File: config.mk
export PLATFORM = sky130hd
export DESIGN_NAME = mem_arbiter
export DESIGN_NICKNAME = d
export VERILOG_FILES = /design/src/rtl/mem_arb_pkg.sv /design/src/rtl/rr_arb2.sv /design/src/rtl/mem_arbiter.sv
export SDC_FILE = /design/constraint.sdc
export NUM_CORES = 1
export LEC_CHECK = 0
export CAP_MARGIN = 20
export CORE_MARGIN = 2
export CORE_UTILIZATION = 49
export DETAILED_ROUTE_END_ITERATION = 10
export GPL_TIMING_DRIVEN = 0
export PLACE_DENSITY = 0.91
export SETUP_SLACK_MARGIN = 0.02
export SYNTH_ARGS = -nofsm -noshare
export SYNTH_HDL_FRONTEND = slang
export SYNTH_SLANG_ARGS = --single-unit
File: constraint.sdc
create_clock -name clk -period 3.5 [get_ports clk]
set_input_delay 0.35 -clock clk [delete_from_list [all_inputs] [get_ports clk]]
set_output_delay 0.35 -clock clk [all_outputs]
set_load 0.05 [all_outputs]
File: src/rtl/mem_arb_pkg.sv
// Shared types and constants for the fetch / load-store memory arbiter.
package mem_arb_pkg;

  typedef enum logic [1:0] {
    IDLE,
    BEAT,
    DONE
  } state_e;

  localparam int BEATS = 4;
  localparam int REQ_I = 0;
  localparam int REQ_D = 1;

  // Big-endian lane select: beat 0 carries bits 31:24.
  function automatic logic [7:0] beatByte(input logic [31:0] word, input logic [1:0] cnt);
    logic [7:0] b;
    case (cnt)
      2'd0:    b = word[31:24];
      2'd1:    b = word[23:16];
      2'd2:    b = word[15:8];
      default: b = word[7:0];
    endcase
    return b;
  endfunction

endpackage

File: src/rtl/rr_arb2.sv
// Two-way round-robin grant; the last-grant pointer moves only on the update strobe.
module rr_arb2
  import mem_arb_pkg::*;
(
  input  logic       clk_i,
  input  logic       rst_ni,
  input  logic [1:0] req_i,
  input  logic       update_i,
  input  logic       upd_idx_i,
  output logic       gnt_valid_o,
  output logic       gnt_idx_o
);

  logic last_q, last_d;

  // On a tie the requester not served last wins; a lone request always wins.
  always_comb begin
    gnt_valid_o = |req_i;
    gnt_idx_o   = 1'(REQ_I);
    if (req_i == 2'b11) begin
      gnt_idx_o = ~last_q;
    end else if (req_i[REQ_D]) begin
      gnt_idx_o = 1'(REQ_D);
    end
  end

  always_comb begin
    last_d = last_q;
    if (update_i) begin
      last_d = upd_idx_i;
    end
  end

  // Pointer starts at the data side so fetch wins the first tie.
  always_ff @(posedge clk_i or negedge rst_ni) begin
    if (!rst_ni) begin
      last_q <= 1'(REQ_D);
    end else begin
      last_q <= last_d;
    end
  end

endmodule

File: src/rtl/mem_arbiter.sv
// Puts instruction fetch and load/store on one byte-wide memory port, moving
// each 32-bit word as four big-endian byte beats.
module mem_arbiter
  import mem_arb_pkg::*;
#(
  parameter int ADDR_W    = 32,
  parameter int MEM_BYTES = 128
) (
  input  logic              clk,
  input  logic              RST,
  input  logic              iReq,
  input  logic [ADDR_W-1:0] iAddr,
  output logic              iAck,
  output logic              iErr,
  output logic [31:0]       iData,
  input  logic              dReq,
  input  logic              dWR,
  input  logic [ADDR_W-1:0] dAddr,
  input  logic [31:0]       dDataIn,
  output logic              dAck,
  output logic              dErr,
  output logic [31:0]       dDataOut,
  output logic [ADDR_W-1:0] mAddr,
  output logic [7:0]        mWData,
  input  logic [7:0]        mRData,
  output logic              mRD,
  output logic              mWR
);

  localparam logic [ADDR_W:0] MEM_LIMIT = (ADDR_W+1)'(MEM_BYTES);

  state_e            state_q, state_d;
  logic [1:0]        cnt_q, cnt_d;
  logic [ADDR_W-1:0] addr_q, addr_d;
  logic              wr_q, wr_d;
  logic              err_q, err_d;
  logic              gnt_q, gnt_d;
  logic [31:0]       wdata_q, wdata_d;
  logic [23:0]       asm_q, asm_d;
  logic [31:0]       iData_q, iData_d;
  logic [31:0]       dData_q, dData_d;

  logic              gntValid, gntIdx;
  logic [ADDR_W-1:0] selAddr;
  logic [ADDR_W:0]   endAddr;
  logic              selErr;

  rr_arb2 u_arb (
    .clk_i       (clk),
    .rst_ni      (RST),
    .req_i       ({dReq, iReq}),
    .update_i    (state_q == DONE),
    .upd_idx_i   (gnt_q),
    .gnt_valid_o (gntValid),
    .gnt_idx_o   (gntIdx)
  );

  // One extra bit on the end address keeps the range check free of wrap-around.
  assign selAddr = gntIdx ? dAddr : iAddr;
  assign endAddr = {1'b0, selAddr} + (ADDR_W+1)'(3);
  assign selErr  = (selAddr[1:0] != 2'b00) || (endAddr >= MEM_LIMIT);

  assign iData    = iData_q;
  assign dDataOut = dData_q;

  always_comb begin
    state_d = state_q;
    cnt_d   = cnt_q;
    addr_d  = addr_q;
    wr_d    = wr_q;
    err_d   = err_q;
    gnt_d   = gnt_q;
    wdata_d = wdata_q;
    asm_d   = asm_q;
    iData_d = iData_q;
    dData_d = dData_q;
    iAck    = 1'b0;
    iErr    = 1'b0;
    dAck    = 1'b0;
    dErr    = 1'b0;
    mAddr   = '0;
    mWData  = 8'h00;
    mRD     = 1'b0;
    mWR     = 1'b0;

    case (state_q)
      IDLE: begin
        if (gntValid) begin
          gnt_d   = gntIdx;
          addr_d  = selAddr;
          wr_d    = gntIdx ? dWR : 1'b0;
          wdata_d = gntIdx ? dDataIn : 32'h0;
          err_d   = selErr;
          cnt_d   = 2'd0;
          state_d = selErr ? DONE : BEAT;
        end
      end

      BEAT: begin
        mAddr = addr_q + {{(ADDR_W-2){1'b0}}, cnt_q};
        if (wr_q) begin
          mWR    = 1'b1;
          mWData = beatByte(wdata_q, cnt_q);
        end else begin
          mRD = 1'b1;
          // The last byte goes straight into the requester's output register
          // so the word is already visible in the ack cycle.
          case (cnt_q)
            2'd0: asm_d[23:16] = mRData;
            2'd1: asm_d[15:8]  = mRData;
            2'd2: asm_d[7:0]   = mRData;
            default: begin
              if (gnt_q == 1'(REQ_D)) begin
                dData_d = {asm_q, mRData};
              end else begin
                iData_d = {asm_q, mRData};
              end
            end
          endcase
        end
        cnt_d = cnt_q + 2'd1;
        if (cnt_q == 2'(BEATS-1)) begin
          state_d = DONE;
        end
      end

      DONE: begin
        if (gnt_q == 1'(REQ_D)) begin
          dAck = 1'b1;
          dErr = err_q;
        end else begin
          iAck = 1'b1;
          iErr = err_q;
        end
        state_d = IDLE;
      end

      default: state_d = IDLE;
    endcase
  end

  // Reset aborts any access in flight; bytes already written are not undone.
  always_ff @(posedge clk or negedge RST) begin
    if (!RST) begin
      state_q <= IDLE;
      cnt_q   <= 2'd0;
      addr_q  <= '0;
      wr_q    <= 1'b0;
      err_q   <= 1'b0;
      gnt_q   <= 1'b0;
      wdata_q <= 32'h0;
      asm_q   <= 24'h0;
      iData_q <= 32'h0;
      dData_q <= 32'h0;
    end else begin
      state_q <= state_d;
      cnt_q   <= cnt_d;
      addr_q  <= addr_d;
      wr_q    <= wr_d;
      err_q   <= err_d;
      gnt_q   <= gnt_d;
      wdata_q <= wdata_d;
      asm_q   <= asm_d;
      iData_q <= iData_d;
      dData_q <= dData_d;
    end
  end

endmodule

Word-level counts from Yosys, hierarchy flattened:

Cells that the tools add are included.

* multiplexer cells: 27
* bitwise gates (word level): 4
* equal/unequal tests: 8
* magnitude comparators: 1
* reductions and logical operators: 15
* add/sub/neg operators: 3

Operators with widths (count)
* 2-to-1 mux 32 bit: 3
* adder 32 x 2 -> 33 bit (second input constant): 1
* >= comparator 33 x 8 -> 1 bit (second input constant): 1
* adder 32 x 2 -> 32 bit: 1
* case mux 8 bit (3 select lines): 1
* 2-to-1 mux 8 bit: 2
* 2-to-1 mux 1 bit: 15
* AND reduction 3 bit: 3
* equality test 2 bit (second input constant): 4
* 2-to-1 mux 2 bit: 4
* case mux 2 bit (2 select lines): 2
* AND reduction 4 bit: 2
* AND reduction 2 bit: 3
* equality test 2 x 1 -> 1 bit (second input constant): 2
* logical NOT 2 bit: 2
* inequality test 2 bit (second input constant): 2
* inverter 1 bit: 4
* nonzero test 2 bit: 2
* OR reduction 3 bit: 1
* adder 2 x 1 -> 2 bit (second input constant): 1
* OR reduction 2 bit: 1
* logical OR 1 bit: 1

* word-level logic and storage cells: 71
* input bits: 109
* output and inout port bits: 110
* flip-flop bits (word level): 160

Longest topological paths before layout:

Gate-level depths: netlist of the first run.

* depth in word-level cells: 9
* gate-level depth with buffers: 10
* mapped depth without buffers: 10

Hierarchy:

Synthesis of the first run repeated with hierarchy kept, for this count alone.

* cell total of the unflattened synthesis: 804
* area total of the unflattened synthesis: 8197.9 µm²

By module, submodules not included
* mem_arbiter: cells each 800, instances 1, area an instance 8142.8 µm², sequential area each 3978.8 µm²
* rr_arb2: cells each 4, instances 1, area an instance 55.1 µm², sequential area each 26.3 µm²

Worst setup path before layout of the first run:

Ideal clock, no wire load.

* kind: register to output
* from: register cnt_q[1]
* to: output port mAddr[29]
* stages on the path, launching flop included: 10
* data arrival time: 2819 ps
* path buffers: 0
* slack: 331 ps
* data required time: 3150 ps
* cell sequence: dfrtp_1 > ha_1 > a21o_1 > nor4b_1 > and3_1 > and3_1 > nor2b_1 > nand3_1 > xor2_1 > nor2_1

* word-level cells in the longest chain between the ends: 2

Ends and longest elaborated chain
* start, declared: RTL line mem_arbiter.sv:33 `logic [1:0] cnt_q, cnt_d;`
* start signal, assigned: RTL line mem_arbiter.sv:157 `cnt_q <= cnt_d;`
* adder 32 x 2 -> 32 bit: RTL line mem_arbiter.sv:100 `mAddr = addr_q + {{(ADDR_W-2){1'b0}}, cnt_q};`
* 2-to-1 mux 32 bit: RTL line mem_arbiter.sv:86 `case (state_q)`
* end, declared: RTL line mem_arbiter.sv:23 `output logic [ADDR_W-1:0] mAddr,`

Every way passes these cells.

Worst setup path after layout of the first run:

* from: register cnt_q[1]
* to: output port mAddr[31]

The elaborated chain is that of the path after synthesis.

==> metrics.txt, run 1 <==
# TYPE chip_impl_metric gauge
chip_impl_metric{name="synth-simple-area-share",unit="%"} 16.3
chip_impl_metric{name="synth_enable_flop_cells",unit=""} 0
chip_impl_metric{name="dr.pass1.iters",unit=""} 5
chip_impl_metric{name="timing_hold_violations_final",unit=""} 0
chip_impl_metric{name="post-dp-hpwl",unit="µm"} 18600
chip_impl_metric{name="first_global_vias",unit=""} 7207
chip_impl_metric{name="syn_inst",unit=""} 775
chip_impl_metric{name="gr-total-overflow",unit=""} 0
chip_impl_metric{name="synth.net_count",unit=""} 892
chip_impl_metric{name="area_growth_syn_to_layout",unit="%"} 38.5
chip_impl_metric{name="compound_gate_portion_of_the_synthesized_area",unit="%"} 11.7
chip_impl_metric{name="finalWorstPathRequiredPeriod",unit="ns"} 3.35
chip_impl_metric{name="cts_num_sinks",unit=""} 160
chip_impl_metric{name="finalWirelength",unit="µm"} 24600
chip_impl_metric{name="utilization",unit="%"} 68.7
chip_impl_info{name="crit_type",value="reg -> out"} 1
chip_impl_metric{name="dr_total_vias",unit=""} 7287
chip_impl_metric{name="die_w",unit="µm"} 133
chip_impl_metric{name="setup-violations-final",unit=""} 0
chip_impl_metric{name="gp_congestion",unit=""} 0.962
chip_impl_info{name="crit_chain",value="ha_1, a21o_1, nor4b_4, and3_4, and3_2, nor2b_4, nand3_1, xor2_1, nor2_2, buf_6"} 1
chip_impl_metric{name="worst_hold_path.num_cells",unit=""} 1
chip_impl_metric{name="synth.avg_cell_area",unit="µm²"} 10.5
chip_impl_metric{name="clk_path_buf_depth",unit=""} 2
chip_impl_info{name="ctsRootBufferMaster",value="sky130_fd_sc_hd__clkbuf_16"} 1
chip_impl_metric{name="count_of_filler_cells_inserted_in_the_layout",unit=""} 1169
chip_impl_info{name="outcome",value="completed"} 1
chip_impl_metric{name="share_of_total_power_consumed_by_net_switching",unit="%"} 29.9
chip_impl_metric{name="drcViolationCount",unit=""} 0
chip_impl_metric{name="internal-power",unit="mW"} 3.40
chip_impl_info{name="main_combinational_cell_family_by_area_after_synthesis",value="simple AND/OR/NAND/NOR gates"} 1
chip_impl_metric{name="drtAntennaViolNets",unit=""} 0
chip_impl_metric{name="dpl_worst_slack",unit="ns"} -0.573
chip_impl_metric{name="cp_slowest_stage_delay",unit="ns"} 0.48
chip_impl_metric{name="worstPathRequired",unit="ns"} 3.15
chip_impl_metric{name="ys_seq_elements",unit=""} 160
chip_impl_metric{name="grt_start_max_net_pins",unit=""} 89
chip_impl_metric{name="initialDrtViolationCount",unit=""} 683
chip_impl_info{name="crit_path_top_delay_cell",value="sky130_fd_sc_hd__dfrtp_2"} 1
chip_impl_metric{name="ys.warnings.count",unit=""} 0
chip_impl_metric{name="number_of_cell_rows",unit=""} 47
chip_impl_metric{name="num-nets-final",unit=""} 1136
chip_impl_metric{name="timing.slew.headroom",unit="%"} 43.0
chip_impl_metric{name="maximum_fanout_along_the_worst_path",unit=""} 7
chip_impl_metric{name="port-buffer-count",unit=""} 218
chip_impl_metric{name="power_leakage",unit="nW"} 5.04
chip_impl_info{name="startpoint_kind_of_the_worst_setup_timing_path",value="flip-flop"} 1
chip_impl_metric{name="io-pin-count",unit=""} 219
chip_impl_metric{name="power_frac_comb",unit="%"} 17.8
chip_impl_metric{name="global_route_wire_length_before_repair",unit="µm"} 38600
chip_impl_metric{name="sequentialPowerShare",unit="%"} 44.9
chip_impl_info{name="grt_setup_unrepaired",value="false"} 1
chip_impl_metric{name="synthAdderAreaFrac",unit="%"} 1.32
chip_impl_info{name="min-delay-path-class",value="reg -> reg"} 1
chip_impl_info{name="worst_path_dominant_cell_family",value="simple AND/OR/NAND/NOR gates"} 1
chip_impl_metric{name="fin_crit_sh",unit="%"} 95.8
chip_impl_metric{name="chipHeight",unit="µm"} 133
chip_impl_metric{name="drt-wirelength-per-cell",unit="µm"} 19.7
chip_impl_metric{name="floorplan.initialDensity",unit="%"} 49.6
chip_impl_metric{name="cts-htree-levels",unit=""} 4
chip_impl_info{name="synth_flop_cell",value="sky130_fd_sc_hd__dfrtp_1"} 1
chip_impl_metric{name="power.clock.fraction",unit="%"} 37.3
chip_impl_metric{name="totalNegativeSetupSlack",unit="ns"} 0
chip_impl_metric{name="routed_via_density",unit=""} 5.82
chip_impl_metric{name="totalPowerFinal",unit="mW"} 4.85
chip_impl_metric{name="yosys.area_share.xor_xnor",unit="%"} 4.20
chip_impl_metric{name="timing.fmax",unit="MHz"} 298
chip_impl_metric{name="finalClockSkew",unit="ns"} 0.0128
chip_impl_metric{name="asyncSetResetFlopFracSynth",unit="%"} 100
chip_impl_metric{name="clk_pin_slew_worst_paths",unit="ns"} 0.07
chip_impl_metric{name="total_routing_resource_utilization_after_global_routing",unit="%"} 28.0
chip_impl_metric{name="count_of_distinct_cell_types_in_the_synthesized_netlist",unit=""} 55
chip_impl_info{name="cts_tree",value="built"} 1
chip_impl_metric{name="cell_pwr_density",unit="nW/µm²"} 430
chip_impl_metric{name="synth.area.mux_share",unit="%"} 14.9
chip_impl_metric{name="r2r_cells",unit=""} 10
chip_impl_metric{name="synth_area",unit="µm²"} 8140
chip_impl_metric{name="tritoncts_buffers",unit=""} 17
chip_impl_metric{name="worstMarginPinSlew",unit="ns"} 0.849
chip_impl_metric{name="antenna_found_initial",unit=""} 0
chip_impl_metric{name="die_area",unit="µm²"} 17700
chip_impl_info{name="end_kind",value="output pin"} 1
chip_impl_metric{name="worst-path-buf-inv",unit=""} 1
chip_impl_metric{name="diodes",unit=""} 0
chip_impl_metric{name="drive_above_1_share",unit="%"} 15.0
chip_impl_metric{name="timing.final.max_slew_violations",unit=""} 0
chip_impl_metric{name="critical_path_cell_count",unit=""} 10
chip_impl_metric{name="clk_latency",unit="ns"} 0.42
chip_impl_metric{name="seq_area_frac_synth",unit="%"} 49.2
chip_impl_metric{name="core-area",unit="µm²"} 16400
chip_impl_metric{name="critPathArrivalTime",unit="ns"} 3.00
chip_impl_metric{name="worst_slack",unit="ns"} 0.147
chip_impl_metric{name="drv.max_cap_violation_count",unit=""} 0
chip_impl_metric{name="power_switching",unit="mW"} 1.45
chip_impl_metric{name="worst_ir_drop_vdd",unit="mV"} 0.313
## worst paths after layout
kind / startpoint / end / slack [ns]
hold / removal: iData[11] / iData[11] / 0.49
min in group asynchronous: RST / wdata_q[2] / 0.51
max in group asynchronous: RST / iData[12] / 2.15
setup reg to reg: u_arb.last_q / err_q / 0.20
hold reg to reg: iData[11] / iData[11] / 0.49
setup / recovery: cnt_q[1] / mAddr[31] / 0.15
## layout make-up
| type | instances | area, µm² | share of cell area, % |
|---|---|---|---|
| Tap cell | 220 | 275 | 2.44 |
| Timing Repair Buffer | 225 | 2220 | 19.7 |
| Inverter | 7 | 26.3 | 0.233 |
| Clock buffer | 18 | 429 | 3.81 |
| Multi-Input combinational cell | 565 | 4000 | 35.5 |
| Buffer | 43 | 166 | 1.48 |
| Clock inverter | 14 | 150 | 1.33 |
| Sequential cell | 160 | 4010 | 35.5 |
## per-stage QoR
stage	cells	hold slack, ns	instance area [µm²]
after CTS	1249	0.492	11300
after floorplan	775	0.0544	8140
after global placement	1213	0.468	10600
after detailed placement	1214	0.408	10600
final	1252	0.491	11300
after global routing	1252	0.509	11300
## layer usage
metal	share of wire, %	global-route usage [%]	up-vias
met3	7.0	4.75	46
met5	0	0	-
li1	-	-	3293
met4	2.2	8.84	0
met1	40	35.2	3571
met2	51	49.3	377
## Yosys cell counts, types with 2 or more instances
| cell type | instances | area [µm²] |
|---|---|---|
| sky130_fd_sc_hd__mux2_2 | 86 | 968 |
| sky130_fd_sc_hd__o21ai_0 | 17 | 85.1 |
| sky130_fd_sc_hd__or4_1 | 3 | 22.5 |
| sky130_fd_sc_hd__and2_1 | 10 | 62.6 |
| sky130_fd_sc_hd__and4_1 | 5 | 43.8 |
| sky130_fd_sc_hd__a41oi_1 | 2 | 17.5 |
| sky130_fd_sc_hd__buf_1 | 10 | 37.5 |
| sky130_fd_sc_hd__a22o_1 | 35 | 307 |
| sky130_fd_sc_hd__and3_1 | 14 | 87.6 |
| sky130_fd_sc_hd__a31oi_1 | 20 | 125 |
| sky130_fd_sc_hd__a21o_1 | 4 | 30.0 |
| sky130_fd_sc_hd__nand2b_1 | 4 | 25.0 |
| sky130_fd_sc_hd__nor3_1 | 17 | 85.1 |
| sky130_fd_sc_hd__or2_2 | 2 | 12.5 |
| sky130_fd_sc_hd__a221o_1 | 2 | 20.0 |
| sky130_fd_sc_hd__nand4_1 | 21 | 131 |
| sky130_fd_sc_hd__buf_2 | 2 | 10.0 |
| sky130_fd_sc_hd__nor2b_1 | 4 | 25.0 |
| sky130_fd_sc_hd__o211ai_1 | 2 | 15.0 |
| sky130_fd_sc_hd__xnor2_1 | 12 | 105 |
| sky130_fd_sc_hd__o21a_1 | 2 | 15.0 |
| sky130_fd_sc_hd__inv_1 | 7 | 26.3 |
| sky130_fd_sc_hd__a21oi_1 | 13 | 65.1 |
| sky130_fd_sc_hd__xor2_1 | 27 | 236 |
| sky130_fd_sc_hd__clkbuf_1 | 31 | 116 |
| sky130_fd_sc_hd__ha_1 | 7 | 87.6 |
| sky130_fd_sc_hd__nand3_1 | 17 | 85.1 |
| sky130_fd_sc_hd__dfrtp_1 | 159 | 3980 |
| sky130_fd_sc_hd__nor2_1 | 85 | 319 |
| sky130_fd_sc_hd__mux2i_1 | 21 | 210 |
| sky130_fd_sc_hd__nor4b_1 | 3 | 26.3 |
| sky130_fd_sc_hd__o211a_1 | 4 | 40.0 |
| sky130_fd_sc_hd__o22ai_1 | 4 | 25.0 |
| sky130_fd_sc_hd__a222oi_1 | 9 | 90.1 |
| sky130_fd_sc_hd__o31a_1 | 2 | 17.5 |
| sky130_fd_sc_hd__nand2_1 | 89 | 334 |
| sky130_fd_sc_hd__or3_1 | 3 | 18.8 |
| sky130_fd_sc_hd__mux2_1 | 3 | 33.8 |
## cell usage in the layout, fill, tap and decap left out, types with 13 or more instances in the layout
| cell type | synthesis | layout |
|---|---|---|
| sky130_fd_sc_hd__xor2_1 | 27 | 27 |
| sky130_fd_sc_hd__dfrtp_1 | 159 | 157 |
| sky130_fd_sc_hd__a21oi_1 | 13 | 13 |
| sky130_fd_sc_hd__mux2_2 | 86 | 86 |
| sky130_fd_sc_hd__nor3_1 | 17 | 17 |
| sky130_fd_sc_hd__o21ai_0 | 17 | 17 |
| sky130_fd_sc_hd__nor2_1 | 85 | 84 |
| sky130_fd_sc_hd__nand4_1 | 21 | 21 |
| sky130_fd_sc_hd__clkbuf_1 | 31 | 30 |
| sky130_fd_sc_hd__a31oi_1 | 20 | 20 |
| sky130_fd_sc_hd__mux2i_1 | 21 | 21 |
| sky130_fd_sc_hd__a22o_1 | 35 | 35 |
| sky130_fd_sc_hd__clkdlybuf4s50_1 | 0 | 197 |
| sky130_fd_sc_hd__nand2_1 | 89 | 89 |
| sky130_fd_sc_hd__nand3_1 | 17 | 17 |
| sky130_fd_sc_hd__clkbuf_16 | 0 | 17 |
## power groups by stage
| stage | Combinational [mW] | Clock (mW) | Sequential, mW |
|---|---|---|---|
| 2_1_floorplan | 0.439 | 0 | 2.20 |
| 3_3_place_gp | 0.815 | 0 | 2.19 |
| 3_5_place_dp | 0.838 | 0 | 2.20 |
| 4_1_cts | 0.851 | 1.82 | 2.17 |
| 5_1_grt | 0.932 | 1.91 | 2.20 |
| 6_report | 0.862 | 1.81 | 2.18 |
## worst register-to-register path, stage by stage, from the launching register on
cell and delay [ns]:
sky130_fd_sc_hd__dfstp_2 0.59, sky130_fd_sc_hd__a21bo_1 0.15, sky130_fd_sc_hd__buf_2 0.23, sky130_fd_sc_hd__buf_1 0.44, sky130_fd_sc_hd__clkbuf_2 0.40, sky130_fd_sc_hd__mux2i_1 0.26
sky130_fd_sc_hd__mux2i_1 0.11, sky130_fd_sc_hd__nor3_1 0.35, sky130_fd_sc_hd__o211a_1 0.23, sky130_fd_sc_hd__nand4_2 0.16, sky130_fd_sc_hd__mux2_2 0.31
## what timing repair did
item	in CTS	in global routing
hold endpoints to repair	71	0
setup buffers	2	3
hold buffers	1	0
endpoints found under the setup margin	23	18
resized for setup	53	25
pin swaps	1	1
## kinds of logic after synthesis
family          after synthesis
compound gates              126
mux                         110
flops                       160
simple gates                282
buf+inv                      50
xor+xnor                     39
fa+ha+maj                     8
## flip-flops by register name, indices dropped and copies added (netlist names)
| signal | flops |
|---|---|
| addr_q | 32 |
| dDataOut | 32 |
| cnt_q | 2 |
| wr_q | 1 |
| asm_q | 24 |
| u_arb.last_q | 1 |
| iData | 32 |
| wdata_q | 32 |
| err_q | 1 |
| gnt_q | 1 |
| state_q | 2 |
Note: power is estimated with default switching activity, not from simulation.
==> inputs of run 2 (changes only) <==
Settings changed: MAX_ROUTING_LAYER from default to met4.
Clock period 3.5 ns to 3.7 ns, I/O delays scaled along.
==> run 2 against run 1 <==
  * Die area did not move
  * Utilization fell by 0.22 points
  * Cell count fell by 0.32%
  * First-iteration DRC count rose by 5.1%
  * Critical path type is now reg -> reg
  * Critical endpoint is now err_q
  * Largest power group unchanged
==> metrics.txt, run 2 (same netlist as run 1, synthesis figures left out) <==
# TYPE chip_impl_metric gauge
chip_impl_metric{name="critPathArrivalTime",unit="ns"} 3.84
chip_impl_metric{name="setup-violations-final",unit=""} 0
chip_impl_metric{name="core-area",unit="µm²"} 16400
chip_impl_info{name="ctsRootBufferMaster",value="sky130_fd_sc_hd__clkbuf_16"} 1
chip_impl_metric{name="worstPathRequired",unit="ns"} 4.00
chip_impl_metric{name="num-nets-final",unit=""} 1133
chip_impl_info{name="layout.cells.most_common_list",value="sky130_fd_sc_hd__clkdlybuf4s50_1, sky130_fd_sc_hd__dfrtp_1, sky130_fd_sc_hd__nand2_1"} 1
chip_impl_info{name="cts_tree",value="built"} 1
chip_impl_metric{name="drcViolationCount",unit=""} 0
chip_impl_metric{name="clk_latency",unit="ns"} 0.42
chip_impl_info{name="outcome",value="completed"} 1
chip_impl_metric{name="post-dp-hpwl",unit="µm"} 18900
chip_impl_metric{name="finalWorstPathRequiredPeriod",unit="ns"} 3.54
chip_impl_metric{name="grt_start_max_net_pins",unit=""} 102
chip_impl_info{name="mostFrequentLayoutCell",value="sky130_fd_sc_hd__clkdlybuf4s50_1"} 1
chip_impl_metric{name="diodes",unit=""} 0
chip_impl_metric{name="floorplan.initialDensity",unit="%"} 49.6
chip_impl_metric{name="chipHeight",unit="µm"} 133
chip_impl_metric{name="maximum_fanout_along_the_worst_path",unit=""} 10
chip_impl_metric{name="clk_pin_slew_worst_paths",unit="ns"} 0.07
chip_impl_metric{name="hold_buffers",unit=""} 0
chip_impl_metric{name="number_of_cell_rows",unit=""} 47
chip_impl_metric{name="worst_slack",unit="ns"} 0.155
chip_impl_info{name="grt_setup_unrepaired",value="false"} 1
chip_impl_metric{name="worstMarginPinSlew",unit="ns"} 0.976
chip_impl_metric{name="timing_hold_violations_final",unit=""} 0
chip_impl_metric{name="finalClockSkew",unit="ns"} 0.0202
chip_impl_info{name="min-delay-path-class",value="in -> async"} 1
chip_impl_metric{name="finalWirelength",unit="µm"} 25000
chip_impl_info{name="crit_type",value="reg -> reg"} 1
chip_impl_metric{name="fin_crit_sh",unit="%"} 95.8
chip_impl_metric{name="worst_ir_drop_vdd",unit="mV"} 0.287
chip_impl_metric{name="met3_wirelength",unit="µm"} 1800
chip_impl_info{name="end_kind",value="flip-flop"} 1
chip_impl_metric{name="dpl-instance-area",unit="µm²"} 10600
chip_impl_metric{name="clk_path_buf_depth",unit=""} 2
chip_impl_metric{name="die_w",unit="µm"} 133
chip_impl_metric{name="count_of_filler_cells_inserted_in_the_layout",unit=""} 1171
chip_impl_metric{name="tritoncts_buffers",unit=""} 17
chip_impl_metric{name="antenna_found_initial",unit=""} 0
chip_impl_info{name="topRoutingLayerUsed",value="met4"} 1
chip_impl_metric{name="cell_pwr_density",unit="nW/µm²"} 407
chip_impl_metric{name="drive_above_1_share",unit="%"} 14.1
chip_impl_metric{name="drt-wirelength-per-cell",unit="µm"} 20.0
chip_impl_metric{name="dpl_worst_slack",unit="ns"} -0.362
chip_impl_metric{name="area_growth_syn_to_layout",unit="%"} 38.1
chip_impl_metric{name="met2_wirelength",unit="µm"} 12800
chip_impl_metric{name="port-buffer-count",unit=""} 218
chip_impl_metric{name="place_inst",unit=""} 1214
chip_impl_metric{name="met1Wirelength",unit="µm"} 9900
chip_impl_metric{name="drv.max_cap_violation_count",unit=""} 0
chip_impl_metric{name="total_routing_resource_utilization_after_global_routing",unit="%"} 29.8
chip_impl_metric{name="timing.slew.headroom",unit="%"} 34.5
chip_impl_metric{name="die_area",unit="µm²"} 17700
chip_impl_metric{name="power_leakage",unit="nW"} 5.00
chip_impl_info{name="startpoint_kind_of_the_worst_setup_timing_path",value="flip-flop"} 1
chip_impl_metric{name="dr.pass1.iters",unit=""} 6
chip_impl_metric{name="initialDrtViolationCount",unit=""} 718
chip_impl_metric{name="global_route_wire_length_before_repair",unit="µm"} 39700
chip_impl_metric{name="gp_congestion",unit=""} 0.954
chip_impl_metric{name="drtAntennaViolNets",unit=""} 0
chip_impl_metric{name="cts-htree-levels",unit=""} 4
chip_impl_metric{name="timing.fmax",unit="MHz"} 282
chip_impl_metric{name="cts_num_sinks",unit=""} 160
chip_impl_metric{name="first_global_vias",unit=""} 7294
chip_impl_metric{name="dr_total_vias",unit=""} 7259
chip_impl_metric{name="routed_via_density",unit=""} 5.82
chip_impl_metric{name="gr-total-overflow",unit=""} 0
chip_impl_metric{name="totalPowerFinal",unit="mW"} 4.57
chip_impl_metric{name="finish.cell_count_without_fillers",unit=""} 1248
chip_impl_metric{name="timing.final.max_slew_violations",unit=""} 0
chip_impl_metric{name="fin_area",unit="µm²"} 11200
chip_impl_metric{name="io-pin-count",unit=""} 219
==> run 2: cell types whose count changed in the layout (fill, tap and decap cells not counted), moves of 2 or more <==
| cell | delta |
|---|---|
| sky130_fd_sc_hd__dfrtp_1 | +2 |
| sky130_fd_sc_hd__dfrtp_2 | -2 |
| sky130_fd_sc_hd__clkdlybuf4s50_1 | +4 |
| sky130_fd_sc_hd__clkbuf_4 | -2 |
| sky130_fd_sc_hd__buf_2 | -3 |
| sky130_fd_sc_hd__buf_4 | -2 |
==> run 2: what timing repair did <==
action	4_1_cts	5_1_grt
gates resized for setup	28	18
setup endpoints to repair	20	18
cloned	0	0
pin swaps	0	2
setup buffers	0	3
==> run 2: worst max-delay path, stage by stage, from the launching register on <==
cell	delay [ns]
sky130_fd_sc_hd__dfstp_2	0.58
sky130_fd_sc_hd__a21bo_1	0.14
sky130_fd_sc_hd__buf_2	0.23
sky130_fd_sc_hd__buf_1	0.49
sky130_fd_sc_hd__clkbuf_1	0.56
sky130_fd_sc_hd__mux2i_1	0.28
sky130_fd_sc_hd__mux2i_1	0.10
sky130_fd_sc_hd__nor3_1	0.37
sky130_fd_sc_hd__o211a_1	0.24
sky130_fd_sc_hd__nand4_2	0.15
sky130_fd_sc_hd__mux2_2	0.30
==> run 2: path summary, 6_finish.rpt <==
check | depth (start not counted) | endpoint | slack (ns) | start
worst max-delay path | 10 | err_q | 0.16 | u_arb.last_q
worst min-delay path | 1 | iData[13] | 0.05 | RST
worst max register to register | 10 | err_q | 0.16 | u_arb.last_q
worst min register to register | 1 | dDataOut[23] | 0.51 | dDataOut[23]
max in group asynchronous | 2 | iData[24] | 2.85 | RST
min in group clk | 1 | dDataOut[23] | 0.51 | dDataOut[23]
==> run 2: cell type report <==
cell class / count / area (µm²) / area share (%)
clock inverter: 14 / 154 / 1.37
tap: 220 / 275 / 2.45
buffer: 43 / 164 / 1.46
multi-input combinational: 565 / 3980 / 35.4
timing repair buffer: 222 / 2210 / 19.6
clock buffer: 17 / 425 / 3.78
sequential: 160 / 4010 / 35.6
inverter: 7 / 26.3 / 0.234
==> run 2: per-layer routing <==
layer | vias up | global-route usage (%)
li1 | 3284 | -
met2 | 390 | 51.5
met3 | 36 | 4.83
met5 | - | -
met1 | 3549 | 36.5
met4 | 0 | 7.41
==> run 2: metrics by stage <==
stage | setup TNS, ns | hold slack (ns) | utilization (%)
2_1_floorplan | 0 | 0.0744 | -
3_3_place_gp | -633.45 | 0.469 | 64.6
3_5_place_dp | -2.02 | 0.492 | 64.8
4_1_cts | 0 | 0.0940 | 68.4
5_1_grt | 0 | 0.131 | 68.5
6_report | 0 | 0.0526 | 68.5
==> run 2: power by group <==
| group | total [mW] | switching [mW] | internal [mW] | leakage, nW |
|---|---|---|---|---|
| logic | 0.812 | 0.457 | 0.355 | 2.64 |
| clock network | 1.70 | 0.751 | 0.945 | 0.268 |
| registers | 2.06 | 0.156 | 1.91 | 2.09 |
